**config.mk**
```make
export PLATFORM = sky130hd
export DESIGN_NAME = ldr_tracker_ctrl
export DESIGN_NICKNAME = d
export VERILOG_FILES = /design/src/rtl/tracker_pkg.sv /design/src/rtl/ldr_avg.sv /design/src/rtl/ldr_tracker_ctrl.sv
export SDC_FILE = /design/constraint.sdc
export NUM_CORES = 1
export LEC_CHECK = 0
export BUFFER_PORTS_ARGS = -buffer_cell sky130_fd_sc_hd__buf_2
export CELL_PAD_IN_SITES_DETAIL_PLACEMENT = 2
export CELL_PAD_IN_SITES_GLOBAL_PLACEMENT = 2
export CORE_ASPECT_RATIO = 1.2
export CORE_MARGIN = 10
export CORE_UTILIZATION = 35
export DETAILED_ROUTE_END_ITERATION = 16
export PLACE_DENSITY_LB_ADDON = 0.1
export SKIP_LAST_GASP = 1
export SYNTH_ARGS = -nofsm -noshare
export SYNTH_HDL_FRONTEND = slang
export SYNTH_SLANG_ARGS = --single-unit
export TNS_END_PERCENT = 50
```
**constraint.sdc**
```tcl
create_clock -name CLK -period 3.28 [get_ports CLK]
set_input_delay 0.328 -clock CLK [delete_from_list [all_inputs] [get_ports CLK]]
set_output_delay 0.328 -clock CLK [all_outputs]
set_load 0.02 [all_outputs]
```
**src/rtl/tracker_pkg.sv**
```systemverilog
// Shared types for the light-tracking axis controller: FSM state encoding,
// pwm_control direction codes and the registered output bundle.
package tracker_pkg;

  typedef enum logic [2:0] {
    ST_IDLE     = 3'd0,
    ST_COLLECT  = 3'd1,
    ST_DECIDE   = 3'd2,
    ST_MOVE_CW  = 3'd3,
    ST_MOVE_CCW = 3'd4
  } tracker_state_e;

  localparam logic [1:0] DIR_STOP = 2'b00;
  localparam logic [1:0] DIR_CW   = 2'b01;
  localparam logic [1:0] DIR_CCW  = 2'b10;

  typedef struct packed {
    logic       en;
    logic [1:0] dir;
    logic       max_en;
  } tracker_out_t;

  // Output decode for a given state; with a latched position the servo is
  // held at pulseWidth_max while sampling and deciding.
  function automatic tracker_out_t decode_out(input tracker_state_e st,
                                              input logic has_pos);
    tracker_out_t o;
    o = '{en: 1'b0, dir: DIR_STOP, max_en: 1'b0};
    case (st)
      ST_COLLECT, ST_DECIDE: if (has_pos) o = '{en: 1'b1, dir: DIR_CCW, max_en: 1'b1};
      ST_MOVE_CW:            o = '{en: 1'b1, dir: DIR_CW,  max_en: 1'b0};
      ST_MOVE_CCW:           o = '{en: 1'b1, dir: DIR_CCW, max_en: 1'b0};
      default:               o = '{en: 1'b0, dir: DIR_STOP, max_en: 1'b0};
    endcase
    return o;
  endfunction

endpackage

```
**src/rtl/ldr_avg.sv**
```systemverilog
// Per-channel sample accumulator: sums 2^AVG_LOG2 samples, flags full,
// and clears synchronously whenever the controller is not collecting.
module ldr_avg #(
  parameter int DATA_W   = 12,
  parameter int AVG_LOG2 = 2
) (
  input  logic                       CLK,
  input  logic                       RST,
  input  logic                       clr,
  input  logic                       sample_en,
  input  logic [DATA_W-1:0]          data,
  output logic [DATA_W+AVG_LOG2-1:0] acc,
  output logic                       full,
  output logic                       last
);

  localparam int CNT_W = AVG_LOG2 + 1;
  localparam logic [CNT_W-1:0] N_SAMPLES = CNT_W'(1 << AVG_LOG2);
  localparam logic [CNT_W-1:0] N_M1      = CNT_W'((1 << AVG_LOG2) - 1);

  logic [CNT_W-1:0] cnt;

  assign full = (cnt == N_SAMPLES);
  // High in the cycle the final sample of the batch is being accepted.
  assign last = sample_en && (cnt == N_M1);

  // Accumulate accepted samples; clear takes priority over accumulation.
  always_ff @(posedge CLK or posedge RST) begin
    if (RST) begin
      acc <= '0;
      cnt <= '0;
    end else if (clr) begin
      acc <= '0;
      cnt <= '0;
    end else if (sample_en) begin
      acc <= acc + {{AVG_LOG2{1'b0}}, data};
      cnt <= cnt + CNT_W'(1);
    end
  end

endmodule

```
**src/rtl/ldr_tracker_ctrl.sv**
```systemverilog
// Light-tracking axis decision stage. Averages east/west LDR samples,
// compares against a deadband and drives pwm_control (DIR/EN/max_enable/
// pulseWidth_max), holding the last latched position between moves.
// Optional macro TRACKER_LIMIT_EN: end-stop early exit with clamped latch.
module ldr_tracker_ctrl
  import tracker_pkg::*;
#(
  parameter int DATA_W      = 12,
  parameter int AVG_LOG2    = 2,
  parameter int DEADBAND    = 64,
  parameter int MOVE_CYCLES = 4000,
  parameter int MIN_PW      = 50,
  parameter int MAX_PW      = 250
) (
  input  logic              CLK,
  input  logic              RST,
  input  logic              adc_valid,
  input  logic              adc_channel,
  input  logic [DATA_W-1:0] adc_data,
  output logic              adc_ready,
  input  logic [31:0]       pulseWidth,
  output logic [1:0]        DIR,
  output logic              EN,
  output logic              max_enable,
  output logic [31:0]       pulseWidth_max,
  output tracker_state_e    state_dbg
);

  localparam int ACC_W = DATA_W + AVG_LOG2;
  localparam int MC_W  = ($clog2(MOVE_CYCLES) > 0) ? $clog2(MOVE_CYCLES) : 1;
  localparam logic [MC_W-1:0] MC_LAST = MC_W'(MOVE_CYCLES - 1);
  localparam logic signed [DATA_W:0] DB_POS = (DATA_W+1)'(DEADBAND);
  localparam logic signed [DATA_W:0] DB_NEG = -DB_POS;
  localparam logic [31:0] PW_MIN = 32'(MIN_PW);
  localparam logic [31:0] PW_MAX = 32'(MAX_PW);
`ifdef TRACKER_LIMIT_EN
  localparam bit LIMIT_ON = 1'b1;
`else
  localparam bit LIMIT_ON = 1'b0;
`endif

  tracker_state_e    state;
  logic              has_pos;
  logic [MC_W-1:0]   move_cnt;
  tracker_out_t      outs;
  logic [ACC_W-1:0]  acc0, acc1;
  logic              full0, full1, last0, last1;
  logic              take0, take1, clr_acc, collect_done;
  logic signed [DATA_W:0] diff;
  logic              cw_limit, ccw_limit, cw_exit, ccw_exit;

  // ADC handshake: a sample transfers on a cycle where adc_valid and
  // adc_ready are both high. adc_ready is only high in COLLECT while the
  // addressed channel still needs samples; a withheld sample stays with
  // the producer (valid held) until it is accepted.
  assign adc_ready = (state == ST_COLLECT) && !(adc_channel ? full1 : full0);
  assign take0     = adc_valid && adc_ready && !adc_channel;
  assign take1     = adc_valid && adc_ready &&  adc_channel;

  // Accumulators sit cleared outside COLLECT, so every batch starts at zero.
  assign clr_acc      = (state != ST_COLLECT);
  assign collect_done = (full0 || last0) && (full1 || last1);

  ldr_avg #(.DATA_W(DATA_W), .AVG_LOG2(AVG_LOG2)) u_avg_east (
    .CLK(CLK), .RST(RST), .clr(clr_acc), .sample_en(take0), .data(adc_data),
    .acc(acc0), .full(full0), .last(last0)
  );

  ldr_avg #(.DATA_W(DATA_W), .AVG_LOG2(AVG_LOG2)) u_avg_west (
    .CLK(CLK), .RST(RST), .clr(clr_acc), .sample_en(take1), .data(adc_data),
    .acc(acc1), .full(full1), .last(last1)
  );

  // East minus west average; positive means the sun is further east.
  assign diff = $signed({1'b0, DATA_W'(acc0 >> AVG_LOG2)})
              - $signed({1'b0, DATA_W'(acc1 >> AVG_LOG2)});

  assign cw_limit  = LIMIT_ON && (pulseWidth >= PW_MAX);
  assign ccw_limit = LIMIT_ON && (pulseWidth <= PW_MIN);
  assign cw_exit   = cw_limit  || (move_cnt == MC_LAST);
  assign ccw_exit  = ccw_limit || (move_cnt == MC_LAST);

  assign EN         = outs.en;
  assign DIR        = outs.dir;
  assign max_enable = outs.max_en;
  assign state_dbg  = state;

  // Control FSM with outputs registered alongside each state transition.
  always_ff @(posedge CLK or posedge RST) begin
    if (RST) begin
      state          <= ST_IDLE;
      has_pos        <= 1'b0;
      move_cnt       <= '0;
      outs           <= decode_out(ST_IDLE, 1'b0);
      pulseWidth_max <= '0;
    end else begin
      case (state)
        ST_IDLE: begin
          state <= ST_COLLECT;
          outs  <= decode_out(ST_COLLECT, has_pos);
        end
        ST_COLLECT: begin
          if (collect_done) begin
            state <= ST_DECIDE;
            outs  <= decode_out(ST_DECIDE, has_pos);
          end
        end
        ST_DECIDE: begin
          if (diff > DB_POS) begin
            state <= ST_MOVE_CW;
            outs  <= decode_out(ST_MOVE_CW, has_pos);
          end else if (diff < DB_NEG) begin
            state <= ST_MOVE_CCW;
            outs  <= decode_out(ST_MOVE_CCW, has_pos);
          end else begin
            state <= ST_COLLECT;
            outs  <= decode_out(ST_COLLECT, has_pos);
          end
        end
        ST_MOVE_CW: begin
          if (cw_exit) begin
            state          <= ST_COLLECT;
            has_pos        <= 1'b1;
            move_cnt       <= '0;
            outs           <= decode_out(ST_COLLECT, 1'b1);
            pulseWidth_max <= cw_limit ? PW_MAX : pulseWidth;
          end else begin
            move_cnt <= move_cnt + MC_W'(1);
          end
        end
        ST_MOVE_CCW: begin
          if (ccw_exit) begin
            state          <= ST_COLLECT;
            has_pos        <= 1'b1;
            move_cnt       <= '0;
            outs           <= decode_out(ST_COLLECT, 1'b1);
            pulseWidth_max <= ccw_limit ? PW_MIN : pulseWidth;
          end else begin
            move_cnt <= move_cnt + MC_W'(1);
          end
        end
        default: begin
          state <= ST_IDLE;
          outs  <= decode_out(ST_IDLE, has_pos);
        end
      endcase
    end
  end

endmodule

```
==> results.md <==
- Pin count of the biggest net entering global routing: 38
- Detailed router's first-iteration violation count: 155
- Count of vias placed by the detailed router: 4694
- TritonRoute pass-1 iters: 4
- Worst-margin pin slew: 0.615 ns
- Unrepaired setup endpoints after global routing: true
- Total clock sinks: 86
- Classification of the worst-slack hold path: input pin to register
- Mean number of vias per cell: 5.40
- Clock insertion delay at the later pin of the skew report: 0.35 ns
- Hpwl dp: 13600 µm
- Largest fanout on the critical path: 3
- Final Hold Violating Endpoints: 0
- Maximum count of clock buffers along a single path: 2
- Max Clock Skew: 0.00919 ns
- Clock tree from TritonCTS: built
- Number of setup violations in the final report: 0
- Final critical path time including I/O delays and setup: 3.16 ns
- Antenna violations before repair: 1
- Worst r2r src: u_avg_east.acc[2]
- Depth of the CTS H-tree: 3
- Post-route DRC violation count: 0
- Layout cells sized above 1: 25.9%
- Overflow left after global routing: 0
- First element of the critical path: u_avg_east.acc[2]
- Total Negative Setup Slacks: 0 ns
- Tcrit/Tclk final: 96.3%
- Rows: 50
- Total routing resource utilization after global routing: 17.0%
- Total count of max-transition violations in the final report: 0
- WL per Instance: 20.1 µm
- Die area: 21100 µm²
- Synth Net Count: 656
- Root buf cell: sky130_fd_sc_hd__clkbuf_16
- CP required: 3.52 ns
- Post-synthesis async set-or-reset flop share: 100%
- Wire length of the first global-routing pass: 28700 µm
- Area growth syn-to-layout: 19.3%
- Port bufs: 87
- Number of flops mapped to enable cells by yosys: 0
- CTS buffer count: 9
- VDD IR-drop max: 0.000207 V
- Placer Congestion: 0.815
- Power density over the cells: 346 nW/µm²
- Max-cap violations: 0
- Worst setup EP type: register
- Dominant register cell in the synthesized netlist: sky130_fd_sc_hd__dfrtp_1
- Via count of the first global-routing pass: 5344
- Area of the core: 15500 µm²
- Startpoint type of the worst setup path: register
- Max-slew headroom at the worst pin: 58.6%
- Gate Count Post-Synth: 562
- Sequential cell area fraction in the yosys report: 39.3%
- Outcome: finished, final reports clean
- Mean instance size in the synthesized netlist: 9.75 µm²
- Endpoint arrival time on the critical path: 3.40 ns
- Utilization after layout: 42.1%
- Crit Path Category: register to register
- Library cells used by synthesis: 64
- Synthesized area: 5480 µm²
- Aggregate routed wire length: 17400 µm
- Clock-pin slew on the worst setup and hold paths: 0.07 ns
- Die boundary width: 134 µm
- Static power due to leakage: 3.23 nW
- Yosys synthesis warning count: 0
- Worst Hold Launch: pulseWidth[16]
- Initial standard-cell utilization of the core: 35.3%
- Number of routed nets with antenna violations: 0
- Top-level port count: 88
- Highest achievable clock rate: 316 MHz
- Number of nets in the layout: 749
- Die Height: 157 µm
- Synthesis-stage register bit count: 86
flip-flops by register name, indices dropped and copies added (netlist names):
register        cells
EN                  1
DIR                 2
has_pos             1
u_avg_west.acc     14
state_dbg           3
u_avg_west.cnt      3
u_avg_east.cnt      3
pulseWidth_max     32
u_avg_east.acc     14
move_cnt           12
max_enable          1
cell type report:
class	instances	area, µm²
sequential	86	2150
inverter	32	121
multi-input combinational	422	3130
timing repair buffer	104	566
tap	208	260
antenna	1	2.50
clock inverter	7	83.8
clock buffer	9	225
fill	1746	8980
final timing paths:
| kind | slack [ns] | cells after the start | to |
|---|---|---|---|
| min | 0.20 | 2 | pulseWidth_max[16] |
| min reg2reg | 0.48 | 2 | DIR[0] |
| max reg2reg | 0.12 | 11 | max_enable |
| min in group asynchronous | 0.53 | 3 | u_avg_east.acc[2] |
| max in group asynchronous | 1.92 | 4 | u_avg_west.acc[13] |
| max | 0.12 | 11 | max_enable |
through the flow:
step / cells / setup slack [ns] / hold WS, ns / cell area [µm²] / total power (W)
floorplan: 562 / 0.367 / 0.439 / 5480 / 0.00113
finish: 869 / 0.120 / 0.204 / 6540 / 0.00226
global placement: 851 / 0.175 / 0.343 / 6180 / 0.00118
CTS: 868 / 0.0120 / 0.193 / 6520 / 0.00230
global route: 869 / -0.0647 / 0.196 / 6540 / 0.00236
detailed placement: 851 / -0.000507 / 0.352 / 6180 / 0.00119
cells by family (layout without fill, tap and decap cells):
group | after synthesis | after routing | share of synthesized area (%)
simple gates | 171 | 171 | 15.7
compound gates | 134 | 134 | 17.0
flops | 86 | 86 | 39.3
buf+inv | 54 | 152 | 4.20
fa+ha+maj | 46 | 46 | 10.9
mux | 37 | 37 | 7.49
xor+xnor | 34 | 34 | 5.44
other cells | 0 | 1 | 0
critical path, stage by stage (launching register included):
cell	delay, ns
sky130_fd_sc_hd__dfrtp_1	0.37
sky130_fd_sc_hd__inv_1	0.05
sky130_fd_sc_hd__ha_1	0.22
sky130_fd_sc_hd__fa_2	0.38
sky130_fd_sc_hd__nor2b_4	0.17
sky130_fd_sc_hd__o31ai_2	0.10
sky130_fd_sc_hd__a2111oi_2	0.42
sky130_fd_sc_hd__a311oi_2	0.11
sky130_fd_sc_hd__a2111oi_4	0.42
sky130_fd_sc_hd__a21boi_2	0.13
sky130_fd_sc_hd__a311o_1	0.37
sky130_fd_sc_hd__a2111oi_4	0.30
cell usage after synthesis, types with 4 or more instances:
| cell | number | share of area, % |
|---|---|---|
| sky130_fd_sc_hd__dfrtp_1 | 86 | 39 |
| sky130_fd_sc_hd__ha_1 | 43 | 9.8 |
| sky130_fd_sc_hd__nand2_1 | 39 | 2.7 |
| sky130_fd_sc_hd__nand3_1 | 38 | 3.5 |
| sky130_fd_sc_hd__nor2_1 | 37 | 2.5 |
| sky130_fd_sc_hd__o21ai_0 | 36 | 3.3 |
| sky130_fd_sc_hd__inv_1 | 32 | 2.2 |
| sky130_fd_sc_hd__mux2_2 | 32 | 6.6 |
| sky130_fd_sc_hd__a21oi_1 | 28 | 2.6 |
| sky130_fd_sc_hd__xnor2_1 | 19 | 3.0 |
| sky130_fd_sc_hd__xor2_1 | 15 | 2.4 |
| sky130_fd_sc_hd__clkbuf_1 | 14 | 0.96 |
| sky130_fd_sc_hd__a21o_1 | 11 | 1.5 |
| sky130_fd_sc_hd__nor3_1 | 10 | 0.91 |
| sky130_fd_sc_hd__and3_1 | 8 | 0.91 |
| sky130_fd_sc_hd__nand4_1 | 8 | 0.91 |
| sky130_fd_sc_hd__o211ai_1 | 8 | 1.1 |
| sky130_fd_sc_hd__o21a_1 | 6 | 0.82 |
| sky130_fd_sc_hd__mux2i_1 | 5 | 0.91 |
| sky130_fd_sc_hd__o31ai_1 | 5 | 0.69 |
| sky130_fd_sc_hd__a2111oi_0 | 4 | 0.64 |
| sky130_fd_sc_hd__a2111oi_2 | 4 | 1.1 |
| sky130_fd_sc_hd__a31oi_1 | 4 | 0.46 |
| sky130_fd_sc_hd__buf_2 | 4 | 0.37 |
| sky130_fd_sc_hd__nor2b_1 | 4 | 0.46 |
| sky130_fd_sc_hd__or2_2 | 4 | 0.46 |
metal layers:
metal	track usage [%]	share of wire (%)	vias to the layer above
li1	-	-	2208
met1	19.1	41	2420
met2	31.6	55	47
met3	2.61	2.0	19
met4	5.97	1.9	0
met5	0	0	-
where the power goes:
group | total, W | switching (W) | internal [W]
registers | 0.00106 | 0 | 0.00106
logic | 0.000104 | 0.0000622 | 0.0000418
clock network | 0.00110 | 0.000493 | 0.000608
timing repair:
item                       in CTS  in global routing
hold endpoints to repair       19                  0
pin swaps                       2                  3
setup buffers                   0                  0
resized for setup               2                  2
hold buffers                    1                  0
setup endpoints to repair       1                  1
layout by cell type (no fill, tap or decap), types with 6 or more instances in the layout:
cell type / count
sky130_fd_sc_hd__and3_1: 8
sky130_fd_sc_hd__xor2_1: 15
sky130_fd_sc_hd__ha_1: 43
sky130_fd_sc_hd__buf_2: 87
sky130_fd_sc_hd__nor3_1: 10
sky130_fd_sc_hd__nand3_1: 38
sky130_fd_sc_hd__dfrtp_1: 86
sky130_fd_sc_hd__inv_1: 31
sky130_fd_sc_hd__nand2_1: 39
sky130_fd_sc_hd__nand4_1: 8
sky130_fd_sc_hd__buf_4: 16
sky130_fd_sc_hd__a21o_1: 11
sky130_fd_sc_hd__nor2_1: 37
sky130_fd_sc_hd__o21a_1: 6
sky130_fd_sc_hd__mux2_2: 32
sky130_fd_sc_hd__a21oi_1: 28
sky130_fd_sc_hd__clkbuf_16: 9
sky130_fd_sc_hd__o21ai_0: 36
sky130_fd_sc_hd__o211ai_1: 8
sky130_fd_sc_hd__xnor2_1: 19
Power figures use the tool's default switching activity.
